[src/rtl/chess_pkg.sv]
// Shared types for the chess board renderer: piece codes,
// board geometry and the standard start position.
package chess_pkg;

  typedef enum logic [3:0] {
    EMPTY    = 4'd0,
    W_PAWN   = 4'd1,
    W_KNIGHT = 4'd2,
    W_BISHOP = 4'd3,
    W_ROOK   = 4'd4,
    W_QUEEN  = 4'd5,
    W_KING   = 4'd6,
    B_PAWN   = 4'd7,
    B_KNIGHT = 4'd8,
    B_BISHOP = 4'd9,
    B_ROOK   = 4'd10,
    B_QUEEN  = 4'd11,
    B_KING   = 4'd12
  } piece_t;

  localparam int BOARD_N = 8;
  localparam int NUM_SQ  = BOARD_N * BOARD_N;

  // Index = row*8+col, row 0 is the top (black) rank.
  localparam piece_t START_POS [NUM_SQ] = '{
    B_ROOK, B_KNIGHT, B_BISHOP, B_QUEEN,
    B_KING, B_BISHOP, B_KNIGHT, B_ROOK,
    B_PAWN, B_PAWN, B_PAWN, B_PAWN,
    B_PAWN, B_PAWN, B_PAWN, B_PAWN,
    EMPTY, EMPTY, EMPTY, EMPTY,
    EMPTY, EMPTY, EMPTY, EMPTY,
    EMPTY, EMPTY, EMPTY, EMPTY,
    EMPTY, EMPTY, EMPTY, EMPTY,
    EMPTY, EMPTY, EMPTY, EMPTY,
    EMPTY, EMPTY, EMPTY, EMPTY,
    EMPTY, EMPTY, EMPTY, EMPTY,
    EMPTY, EMPTY, EMPTY, EMPTY,
    W_PAWN, W_PAWN, W_PAWN, W_PAWN,
    W_PAWN, W_PAWN, W_PAWN, W_PAWN,
    W_ROOK, W_KNIGHT, W_BISHOP, W_QUEEN,
    W_KING, W_BISHOP, W_KNIGHT, W_ROOK
  };

endpackage

[src/rtl/chess_board_regs.sv]
// 64-square board register file: one write port, start-position
// load on reset or init_board, one combinational read port.
// Ports: clk, reset_n (sync, active-low), wr_en/wr_sq/wr_piece,
// init_board, rd_sq -> rd_piece.
module chess_board_regs
  import chess_pkg::*;
(
  input  logic       clk,
  input  logic       reset_n,
  input  logic       wr_en,
  input  logic [5:0] wr_sq,
  input  logic [3:0] wr_piece,
  input  logic       init_board,
  input  logic [5:0] rd_sq,
  output piece_t     rd_piece
);

  piece_t board [NUM_SQ];

  always_ff @(posedge clk) begin
    if (!reset_n || init_board) begin
      for (int i = 0; i < NUM_SQ; i++) begin
        board[i] <= START_POS[i];
      end
    end else if (wr_en) begin
      board[wr_sq] <= piece_t'(wr_piece);
    end
  end

  // Read sees the pre-write value in a write cycle.
  assign rd_piece = board[rd_sq];

endmodule

[src/rtl/chess_piece_renderer.sv]
// Board-wide piece sprite renderer: maps DrawX/DrawY to a square,
// addresses the shared sprite ROM and emits palette index,
// pixel_on, blinking selection highlight and dark-square flag.
// Ports: vga_clk, reset_n (sync, active-low), DrawX/DrawY,
// board write (wr_en/wr_sq/wr_piece), init_board, sel_valid/sel_sq,
// rom_addr -> rom_q (1-cycle sync ROM), pixel_idx, pixel_on,
// hl_on, dark_sq. Output latency is 3 cycles from DrawX/DrawY.
module chess_piece_renderer
  import chess_pkg::*;
#(
  parameter int SPRITE_DIM   = 55,
  parameter int SQUARE_DIM   = 60,
  parameter int BOARD_X0     = 80,
  parameter int BOARD_Y0     = 0,
  parameter int NUM_PIECES   = 12,
  parameter int IDX_W        = 4,
  parameter int TRANSP_IDX   = 0,
  parameter int BLINK_FRAMES = 30,
  parameter int RA =
    $clog2(NUM_PIECES * SPRITE_DIM * SPRITE_DIM)
)(
  input  logic             vga_clk,
  input  logic             reset_n,
  input  logic [9:0]       DrawX,
  input  logic [9:0]       DrawY,
  input  logic             wr_en,
  input  logic [5:0]       wr_sq,
  input  logic [3:0]       wr_piece,
  input  logic             init_board,
  input  logic             sel_valid,
  input  logic [5:0]       sel_sq,
  output logic [RA-1:0]    rom_addr,
  input  logic [IDX_W-1:0] rom_q,
  output logic [IDX_W-1:0] pixel_idx,
  output logic             pixel_on,
  output logic             hl_on,
  output logic             dark_sq
);

  localparam int INSET   = (SQUARE_DIM - SPRITE_DIM) / 2;
  localparam int BOARD_W = BOARD_N * SQUARE_DIM;
  localparam int SPR_SZ  = SPRITE_DIM * SPRITE_DIM;
  localparam int EDGE    = 2;
  localparam int CW      = $clog2(BLINK_FRAMES);

  logic [10:0]   bx, by;
  logic [10:0]   x_base, y_base;
  logic [10:0]   ox, oy, lx, ly;
  logic [2:0]    col, row;
  logic          on_board, in_spr, occupied;
  logic          border, hl_nxt, dark_nxt;
  piece_t        piece;
  logic [RA-1:0] pm1, addr_nxt;

  logic          s1_vis, s1_hl, s1_dark;
  logic          s2_vis, s2_hl, s2_dark;

  logic          org_q, org_d, frame_tick;
  logic [5:0]    sel_sq_d;
  logic          sel_valid_d, sel_evt;
  logic [CW-1:0] blink_cnt;
  logic          phase_on;

  // Underflow wraps to a large value, which reads as off-board.
  assign bx = {1'b0, DrawX} - 11'(BOARD_X0);
  assign by = {1'b0, DrawY} - 11'(BOARD_Y0);

  assign on_board = (bx < 11'(BOARD_W)) &&
                    (by < 11'(BOARD_W));

  // Comparator chain instead of a divide by SQUARE_DIM.
  always_comb begin
    col    = '0;
    row    = '0;
    x_base = '0;
    y_base = '0;
    for (int k = 1; k < BOARD_N; k++) begin
      if (bx >= 11'(k * SQUARE_DIM)) begin
        col    = 3'(k);
        x_base = 11'(k * SQUARE_DIM);
      end
      if (by >= 11'(k * SQUARE_DIM)) begin
        row    = 3'(k);
        y_base = 11'(k * SQUARE_DIM);
      end
    end
  end

  assign ox = bx - x_base;
  assign oy = by - y_base;
  assign lx = ox - 11'(INSET);
  assign ly = oy - 11'(INSET);

  assign in_spr = on_board &&
    (ox >= 11'(INSET)) && (ox < 11'(INSET + SPRITE_DIM)) &&
    (oy >= 11'(INSET)) && (oy < 11'(INSET + SPRITE_DIM));

  chess_board_regs u_board (
    .clk        (vga_clk),
    .reset_n    (reset_n),
    .wr_en      (wr_en),
    .wr_sq      (wr_sq),
    .wr_piece   (wr_piece),
    .init_board (init_board),
    .rd_sq      ({row, col}),
    .rd_piece   (piece)
  );

  assign occupied = (piece != EMPTY);
  assign pm1      = RA'(piece) - RA'(1);

  assign addr_nxt = (in_spr && occupied) ?
    pm1 * RA'(SPR_SZ) + RA'(ly) * RA'(SPRITE_DIM) + RA'(lx) :
    '0;

  assign border = on_board && ({row, col} == sel_sq) &&
    ((ox < 11'(EDGE)) || (ox >= 11'(SQUARE_DIM - EDGE)) ||
     (oy < 11'(EDGE)) || (oy >= 11'(SQUARE_DIM - EDGE)));

  assign hl_nxt   = sel_valid && border && phase_on;
  assign dark_nxt = on_board && (row[0] ^ col[0]);

  // One tick per frame: rising edge of registered (0,0).
  assign frame_tick = org_q && !org_d;
  assign sel_evt    = (sel_sq != sel_sq_d) ||
                      (sel_valid && !sel_valid_d);

  always_ff @(posedge vga_clk) begin
    if (!reset_n) begin
      org_q       <= 1'b0;
      org_d       <= 1'b0;
      sel_sq_d    <= '0;
      sel_valid_d <= 1'b0;
      blink_cnt   <= '0;
      phase_on    <= 1'b1;
    end else begin
      org_q       <= (DrawX == 10'd0) && (DrawY == 10'd0);
      org_d       <= org_q;
      sel_sq_d    <= sel_sq;
      sel_valid_d <= sel_valid;
      if (sel_evt) begin
        blink_cnt <= '0;
        phase_on  <= 1'b1;
      end else if (frame_tick) begin
        if (blink_cnt == CW'(BLINK_FRAMES - 1)) begin
          blink_cnt <= '0;
          phase_on  <= !phase_on;
        end else begin
          blink_cnt <= blink_cnt + CW'(1);
        end
      end
    end
  end

  always_ff @(posedge vga_clk) begin
    if (!reset_n) begin
      rom_addr  <= '0;
      s1_vis    <= 1'b0;
      s1_hl     <= 1'b0;
      s1_dark   <= 1'b0;
      s2_vis    <= 1'b0;
      s2_hl     <= 1'b0;
      s2_dark   <= 1'b0;
      pixel_idx <= '0;
      pixel_on  <= 1'b0;
      hl_on     <= 1'b0;
      dark_sq   <= 1'b0;
    end else begin
      rom_addr  <= addr_nxt;
      s1_vis    <= in_spr && occupied;
      s1_hl     <= hl_nxt;
      s1_dark   <= dark_nxt;
      s2_vis    <= s1_vis;
      s2_hl     <= s1_hl;
      s2_dark   <= s1_dark;
      if (s2_vis && (rom_q != IDX_W'(TRANSP_IDX))) begin
        pixel_on  <= 1'b1;
        pixel_idx <= rom_q;
      end else begin
        pixel_on  <= 1'b0;
        pixel_idx <= '0;
      end
      hl_on     <= s2_hl;
      dark_sq   <= s2_dark;
    end
  end

endmodule

[config.mk]
export PLATFORM = sky130hd
export DESIGN_NAME = chess_piece_renderer
export DESIGN_NICKNAME = d
export VERILOG_FILES = /design/src/rtl/chess_pkg.sv /design/src/rtl/chess_board_regs.sv /design/src/rtl/chess_piece_renderer.sv
export SDC_FILE = /design/constraint.sdc
export NUM_CORES = 1
export LEC_CHECK = 0
export CORE_MARGIN = 4
export CORE_UTILIZATION = 60
export DETAILED_ROUTE_END_ITERATION = 12
export MAX_ROUTING_LAYER = met4
export PLACE_DENSITY_LB_ADDON = 0.25
export SETUP_SLACK_MARGIN = 0.02
export SYNTH_ARGS = -nofsm -noshare
export SYNTH_HDL_FRONTEND = slang
export SYNTH_SLANG_ARGS = --single-unit
[constraint.sdc]
create_clock -name vga_clk -period 14.9 [get_ports vga_clk]
set_input_delay 4.47 -clock vga_clk [delete_from_list [all_inputs] [get_ports vga_clk]]
set_output_delay 4.47 -clock vga_clk [all_outputs]
set_load 0.01 [all_outputs]
==> flow_metrics.tcl <==
set metrics [dict create \
    status "complete, no violations" \
    relSlewSlack_pct 12.7 \
    grt_start_max_net_pins 75 \
    period_minus_slack_ns 13.76 \
    route.met2.wl_mm 22.9 \
    crit_fanout 57 \
    ys_seq_area_share_pct 45.2 \
    path_clk_slew_ns 0.06 \
    synth_seq_cells 300 \
    wl_met3_mm 4.28 \
    clk_path_buf_depth 3 \
    hold_class "register to register" \
    ios 68 \
    die_area_um2 34500 \
    coreArea_um2 30900 \
    report.final.setup_viol 0 \
    post-route-drc-count 0 \
    post-route-util_pct 67.9 \
    fin_skew_ns 0.0224 \
    worst_pin_slew_ns 1.31 \
    netlist_area_um2 19000 \
    synth_edf_count 256 \
    grt_usage_pct 28.9 \
    arrival_ns 14.12 \
    maxCapViolations 0 \
    place_inst 2173 \
    final-hold-violation-count 0 \
    startpoint_type "input port" \
    path_class "input port to register" \
    synth_area_leaders "edfxtp_1, and3_1, fa_1" \
    rows 64 \
    cts_tree "yes" \
    min_to "dark_sq$_SDFF_PN0_" \
    clock_latency_ns 0.53 \
    final-seq-area_um2 8570 \
    grt_pass1_wl_mm 75.6 \
    wirelength_mm 48.2 \
    multi_input_area_um2 9260 \
    top_layer "met4" \
    r2r_slack_ns 7.95 \
    root_buffer "clkbuf_16" \
    timing.hold.ws_ns 0.432 \
    max_freq_mhz 72.7 \
    synth_top_area_share_pct 40.6 \
    cts_max_level 2 \
    crit_family "adder cells" \
    io_buffers 67 \
    start_util_pct 61.3 \
    overflow 0 \
    drive_above_1_share_pct 11.2 \
    routedWlPerCell_um 21.6 \
    nets 2011 \
    synthesis.instances 1810 \
    gp_congestion 0.921 \
    syn_to_final_growth_pct 10.8 \
    reg2reg_depth 27 \
    die_height_um 186 \
    vias 13800 \
    drv_slew 0 \
    cts_made_buffers 34 \
    grt_antenna_before_repair 0 \
    min_path_cells 1 \
    cp.depth 35 \
    grt_pass1_vias 13900 \
    cts.sinks 300 \
    drt_pass1_iterations 6 \
    yosys.cell_types.count 86 \
    via_per_inst 6.19 \
    met1_length_mm 19.0 \
    fillers 2299 \
    synthArstFlopShare_pct 0 \
    antenna_left 0 \
    layoutNonFillerInstCount 2235 \
    syn_nets 2008 \
    yosys.area.top_type "edfxtp_1" \
    cts_hold_buf 0 \
    critPathMaxStageDelay_ns 0.68 \
    die_w_um 186 \
    synth_warnings 0 \
    crit_path_end_kind "register" \
    postSynthAreaPerCell_um2 10.5 \
    setup_tns_ns 0 \
    required_ns 15.26 \
    hpwl_mm 31.6 \
    n_antenna_cell 0 \
    synth_top_flop_cell "edfxtp_1" \
    rsz0062_at_grt "false" \
    r2r_start "u_board.board[38][0]$_SDFFCE_PN0P_" \
    post_cts_buffers 0 \
    drt_iter0_markers 1539 \
    finalCritPeriodShare_pct 92.3 \
    path_buf_inv 7 \
    critPathSlowestCell "clkdlybuf4s50_1" \
    r2r_end "rom_addr[14]$_SDFF_PN0_" \
    cts_resized 0 \
    hp-start "s2_dark$_SDFF_PN0_" \
]
-- registers in the layout, summed over array words and instances, names as in the netlist, 4 cells and up --
signal         count
blink_cnt          5
pixel_idx          4
rom_addr          16
sel_sq_d           6
u_board.board    256
-- cells by family after synthesis --
| group | synth area share [%] |
|---|---|
| fa+ha+maj | 12.6 |
| xor+xnor | 3.00 |
| simple gates | 21.0 |
| compound gates | 6.27 |
| flops | 45.2 |
| buf+inv | 6.46 |
| mux | 5.43 |
-- per-stage QoR --
| step | area, um2 | setup WS [ns] |
|---|---|---|
| 5_1_grt | 21000 | 0.494 |
| 3_3_place_gp | 19800 | 0.991 |
| 6_report | 21000 | 1.14 |
| 2_1_floorplan | 19000 | 2.33 |
| 4_1_cts | 21000 | 1.23 |
| 3_5_place_dp | 19800 | 0.787 |
-- routing by layer --
layer / global-route usage, % / vias up
met2: 46.1 / 632
met5: - / -
met1: 37.1 / 6688
li1: - / 6374
met4: 10.4 / 0
met3: 5.65 / 140
-- cells in the mapped netlist, drive strengths merged, types with 25 or more instances --
| cell | count |
|---|---|
| a21oi | 26 |
| and3 | 214 |
| buf | 27 |
| clkbuf | 104 |
| dfxtp | 44 |
| edfxtp | 256 |
| fa | 63 |
| ha | 90 |
| inv | 157 |
| mux2i | 53 |
| nand2 | 245 |
| nand3 | 51 |
| nor2 | 56 |
| nor3 | 29 |
| nor4 | 26 |
| o21ai | 32 |
| or2 | 62 |
| xnor2 | 39 |
| xor2 | 25 |
-- placed cells by master (no fill, tap or decap), types with 9 or more instances in the layout --
cell type	instances
nor2b_1	9
nor3_1	24
buf_4	29
nand3_1	51
edfxtp_1	256
a21oi_1	26
dfxtp_1	44
nor4_1	20
and3_1	214
nor2_1	52
mux2i_1	53
xnor2_1	39
nand2_1	245
inv_1	154
o22ai_1	12
or2_2	62
ha_1	90
a32oi_1	9
and2_1	19
nor3b_1	9
clkbuf_16	35
xor2_1	24
mux4_2	16
o211ai_1	10
clkdlybuf4s50_1	66
o21ai_0	31
fa_1	63
-- area by class of cell --
type / count / area share (%)
Clock buffer: 39 / 4.24
Inverter: 157 / 2.82
Clock inverter: 23 / 1.28
Tap cell: 396 / 2.36
Multi-Input combinational cell: 1222 / 44.1
Timing Repair Buffer: 98 / 4.40
Sequential cell: 300 / 40.8
-- worst max-delay path by stage --
stage | from | endpoint | slack (ns)
final | DrawX[4] | rom_addr[14]$_SDFF_PN0_ | 1.14
after global routing | DrawX[4] | rom_addr[14]$_SDFF_PN0_ | 0.49
after detailed placement | DrawX[4] | rom_addr[14]$_SDFF_PN0_ | 0.79
after floorplan | DrawX[4] | rom_addr[14]$_SDFF_PN0_ | 2.33
after CTS | DrawX[4] | rom_addr[14]$_SDFF_PN0_ | 1.23
after global placement | DrawX[4] | rom_addr[14]$_SDFF_PN0_ | 0.99
Power is not shown: default switching activity piles up to over one toggle a cycle in this logic, so the estimate is an artifact.
